`config.mk`:
```
export PLATFORM = sky130hd
export DESIGN_NAME = moore_seq_tx
export DESIGN_NICKNAME = d
export VERILOG_FILES = /design/src/rtl/seq_pkg.sv /design/src/rtl/seq_tx_shreg.sv /design/src/rtl/moore_seq_tx.sv
export SDC_FILE = /design/constraint.sdc
export NUM_CORES = 1
export LEC_CHECK = 0
export CORE_UTILIZATION = 52
export CTS_CLUSTER_DIAMETER = 150
export CTS_CLUSTER_SIZE = 40
export DETAILED_ROUTE_END_ITERATION = 8
export PLACE_DENSITY_LB_ADDON = 0.15
export SYNTH_ARGS = -nofsm -noshare
export SYNTH_HDL_FRONTEND = slang
export SYNTH_SLANG_ARGS = --single-unit
```
`constraint.sdc`:
```
create_clock -name clk -period 2 [get_ports clk]
set_input_delay 0.4 -clock clk [delete_from_list [all_inputs] [get_ports clk]]
set_output_delay 0.4 -clock clk [all_outputs]
set_load 0.01 [all_outputs]
```
`src/rtl/seq_pkg.sv`:
```
// Shared types and constants for the 1011 sequence transmitter/detector pair.
package seq_pkg;
  typedef enum logic [1:0] {
    ST_IDLE = 2'd0,
    ST_SEND = 2'd1,
    ST_GAP  = 2'd2,
    ST_DONE = 2'd3
  } seq_state_t;

  localparam int                   SEQ_PAT_W   = 4;
  localparam logic [SEQ_PAT_W-1:0] SEQ_PATTERN = 4'b1011;
  localparam int                   SEQ_GAP_MAX = 15;
endpackage

```
`src/rtl/seq_tx_shreg.sv`:
```
// MSB-first bit selector over a constant pattern plus remaining-frame counter.
// SEQ_TX_PARITY_EN appends one even-parity bit after the last pattern bit.
module seq_tx_shreg
  import seq_pkg::*;
#(
  parameter int               PAT_W   = SEQ_PAT_W,
  parameter logic [PAT_W-1:0] PATTERN = SEQ_PATTERN
) (
  input  logic       clk,
  input  logic       res,
  input  logic       load,
  input  logic       step,
  input  logic       restart,
  input  logic [2:0] rep,
  output logic       bit_o,
  output logic       last,
  output logic       frames_zero
);
  localparam int             IW      = $clog2(PAT_W);
  localparam logic [IW-1:0] IDX_TOP = IW'(PAT_W - 1);

  logic [IW-1:0] idx_q;
  logic [2:0]    frames_q;

  always_ff @(posedge clk) begin
    if (res) begin
      idx_q    <= IDX_TOP;
      frames_q <= '0;
    end else if (load) begin
      idx_q    <= IDX_TOP;
      frames_q <= rep;
    end else if (restart) begin
      idx_q    <= IDX_TOP;
      frames_q <= frames_q - 3'd1;
    end else if (step && idx_q != '0) begin
      idx_q <= idx_q - IW'(1);
    end
  end

`ifdef SEQ_TX_PARITY_EN
  logic par_q;

  // Stepping past index 0 enters the parity slot instead of wrapping.
  always_ff @(posedge clk) begin
    if (res || load || restart) par_q <= 1'b0;
    else if (step && idx_q == '0) par_q <= 1'b1;
  end

  assign last  = par_q;
  assign bit_o = par_q ? ^PATTERN : PATTERN[idx_q];
`else
  assign last  = (idx_q == '0);
  assign bit_o = PATTERN[idx_q];
`endif

  assign frames_zero = (frames_q == 3'd0);
endmodule

```
`src/rtl/moore_seq_tx.sv`:
```
// Moore serial pattern transmitter: repeats PATTERN MSB-first rep+1 times with GAP idle cycles between.
// Optional parity bit per frame via SEQ_TX_PARITY_EN.
module moore_seq_tx
  import seq_pkg::*;
#(
  parameter int               PAT_W   = SEQ_PAT_W,
  parameter logic [PAT_W-1:0] PATTERN = SEQ_PATTERN,
  parameter int               GAP     = 1
) (
  input  logic       clk,
  input  logic       res,
  input  logic       start,
  input  logic [2:0] rep,
  output logic       a,
  output logic       busy,
  output logic       done
);
  localparam int             GW     = $clog2(SEQ_GAP_MAX + 1);
  localparam logic [GW-1:0] GAP_LD = GW'((GAP > 0) ? GAP - 1 : 0);

  localparam logic [1:0] S_IDLE = ST_IDLE;
  localparam logic [1:0] S_SEND = ST_SEND;
  localparam logic [1:0] S_GAP  = ST_GAP;
  localparam logic [1:0] S_DONE = ST_DONE;

  logic [1:0]    state_q, state_d;
  logic [GW-1:0] gap_q, gap_d;
  logic          ld, step, restart;
  logic          bit_s, last, frames_zero;

  seq_tx_shreg #(.PAT_W(PAT_W), .PATTERN(PATTERN)) u_shreg (
    .clk         (clk),
    .res         (res),
    .load        (ld),
    .step        (step),
    .restart     (restart),
    .rep         (rep),
    .bit_o       (bit_s),
    .last        (last),
    .frames_zero (frames_zero)
  );

  always_comb begin
    state_d = state_q;
    gap_d   = gap_q;
    ld      = 1'b0;
    step    = 1'b0;
    restart = 1'b0;
    case (state_q)
      S_IDLE: if (start) begin
        ld      = 1'b1;
        state_d = S_SEND;
      end
      S_SEND: begin
        if (!last) step = 1'b1;
        else if (frames_zero) state_d = S_DONE;
        else if (GAP > 0) begin
          state_d = S_GAP;
          gap_d   = GAP_LD;
        end else restart = 1'b1;  // back-to-back frames
      end
      S_GAP: begin
        if (gap_q == '0) begin
          restart = 1'b1;
          state_d = S_SEND;
        end else gap_d = gap_q - GW'(1);
      end
      default: state_d = S_IDLE;
    endcase
  end

  always_ff @(posedge clk) begin
    if (res) begin
      state_q <= S_IDLE;
      gap_q   <= '0;
    end else begin
      state_q <= state_d;
      gap_q   <= gap_d;
    end
  end

  assign a    = (state_q == S_SEND) & bit_s;
  assign busy = (state_q == S_SEND) | (state_q == S_GAP);
  assign done = (state_q == S_DONE);
endmodule

```
==> results.ini <==
[detailed_routing]
ant_nets=0
viasPerCell=5.41
wl_per_cell_um=12.4
drcViolationCount=0
firstDrtPassIters=4
vias=573
wirelength_mm=1.31
drt_iter0_drc=3

[final_layout]
num_antenna_cells=0
final_common_cell=inv_1
drive_gt1_share_pct=13.2
final_nets=108
finalNonFillerCells=106
fillers=108
multi_input_area_um2=452
layout_common_cells=inv_1 (10), ha_1 (9), dfxtp_1 (9)
regArea_um2=223
final_util_pct=65.6
syn2layout_area_growth_pct=17.4

[status]
status=finished, final reports clean

[place]
placedCellCount=102
gp_congestion=0.767
hpwl_um=961
io_buffer_count=8

[timing]
slew_headroom_pct=71.3
worst_pin_slew_ps=429
fin_crit_ps=1920
max_freq_mhz=520
grt_setup_unrepaired=false
worst_clock_skew_ps=3.44
hold_viol_final=0
setup-tns-final_ps=0
drv_slew=0
fin_crit_sh_pct=96.1
setup_viol=0

[worst_setup_path]
critPathCapture=busy
r2r_end=gap_q[3]
crit_buf_inv=2
crit_arrival_ps=1520
ff2ff_path_depth=6
cp_top_family=buffers and inverters
path_class=reg -> out
cp-start-kind=flop
cpPeakStageDelay_ps=530
reg2reg_setup_slack_ps=240
slowest_stage=clkdlybuf4s50_1
critical_path.max_fanout=5
crit_path_cell_trace=inv_1, ha_1, clkdlybuf4s50_1
timing.rr.start=gap_q[0]
required_ps=1600
endpoint_kind=output pin
crit_cells=3
startpoint=state_q[1]

[power_and_ir_drop]
p_leak_nw=0.357
finalPower_uw=916
power.density_mw_per_mm2=1090
ir_worst_vdd_mv=0.752

[floorplan]
ios=9
die_w_um=39.2
dieArea_mm2=0.00153
rows=13
core_mm2=0.00128
chipHeight_um=39.2
start_util_pct=55.9

[clock_network]
cts-root-buf=clkbuf_4
cts.path.max_buffers=2
htreeDepth=1
path_clk_slew_ps=70
cts-buffers-inserted=3
cts_tree=yes
clock-sinks=11
clkLatencyLatePin_ps=270

[grt]
grt.total_usage_pct=21.5
antenna_found_initial=0
gr-total-overflow=0
grt_pass1_wl_mm=2.17
grt_max_degree=12
grt_pass1_vias=541

[synthesis]
yosys_warnings=0
synthCells=80
synth_nets=96
ys_ff_latch=11
seq_area_frac_synth_pct=30.7
yosysUniqueCellTypes=31
syn_avg_cell_area_um2=8.98
syn_area_um2=718

[min_path]
holdCritPathClass=reg -> reg

[run]
maxCapViolations=0

## cells in the mapped netlist
cell      count  area, µm²
mux2i_1       1       10.0
or4b_1        1       10.0
a211oi_2      1       12.5
xor2_1        1       8.76
o211ai_1      1       7.51
inv_1        10       37.5
buf_4         1       7.51
nor2b_1       1       6.26
nand2b_1      3       18.8
a211oi_1      2       15.0
and4bb_1      1       12.5
or3b_4        1       11.3
clkbuf_1      1       3.75
o311ai_1      1       8.76
and2b_2       1       8.76
nor3_1        1       5.00
or3_4         1       11.3
a21oi_1       3       15.0
a221oi_4      1       26.3
xnor2_1       2       17.5
nand3_1       1       5.00
or3_1         1       6.26
o32ai_1       2       17.5
o22ai_1       1       6.26
o31ai_1       2       15.0
nor3b_1       1       7.51
ha_1         10        125
dfxtp_1      11        220
nand2_1       8       30.0
o21ai_0       1       5.00
nor2_1        7       26.3
## sequential cells by signal, summed over array words and instances, names as in the netlist
| name | cells |
|---|---|
| gap_q | 4 |
| u_shreg.frames_q | 3 |
| u_shreg.idx_q | 2 |
| state_q | 2 |
## power by group
group / switching, mW / internal (mW)
clock network: 0.0782 / 0.0774
registers: 0.0331 / 0.264
logic: 0.254 / 0.209
total: 0.366 / 0.550
## metal layers
metal	track usage (%)	up-vias	wire length (µm)
met5	0	-	0
li1	-	297	-
met2	35.0	13	593
met1	24.7	258	611
met3	5.78	5	71
met4	12.9	0	37
## how the worst min path moves through the flow
stage             start       end  slack (ps)  cells after the start
2_1_floorplan  gap_q[0]  gap_q[0]         430                      1
3_3_place_gp   gap_q[0]  gap_q[0]         460                      1
3_5_place_dp   gap_q[0]  gap_q[0]         470                      1
4_1_cts        gap_q[0]  gap_q[0]         480                      1
5_1_grt        gap_q[0]  gap_q[0]         490                      1
6_report       gap_q[0]  gap_q[0]         480                      1
## final cells by class
| cell class | instances | share of cell area (%) |
|---|---|---|
| flip-flops and latches | 11 | 26.4 |
| well taps | 15 | 2.23 |
| clock buffers | 4 | 3.12 |
| repair buffers | 9 | 10.2 |
| inverters | 10 | 4.45 |
| multi-input cells | 57 | 53.6 |
## through the flow
step,instance area (µm²),hold WS [ps],setup WS (ps)
6_report,843,481,77.1
5_1_grt,843,493,19.9
4_1_cts,841,482,17.5
3_5_place_dp,813,465,253
3_3_place_gp,813,460,301
2_1_floorplan,718,431,429
## logic make-up (layout without fill, tap and decap cells)
group                      count (synthesis)  after routing  share of synthesized area (%)
adders and majority gates                 10             10                           17.4
and+or+nand+nor                           28             28                           22.1
xor gates and xnor gates                   3              3                           3.66
DFF                                       11             11                           30.7
AOI/OAI and AO/OA                         15             15                           17.9
muxes                                      1              1                           1.39
buffers and inverters                     12             23                           6.79
## timing repair
item                       in CTS  in global routing
gates resized for setup         2                  2
buffers inserted                0                  0
setup endpoints to repair       1                  1
hold buffers                    0                  0
(Power assumes the default switching activity.)
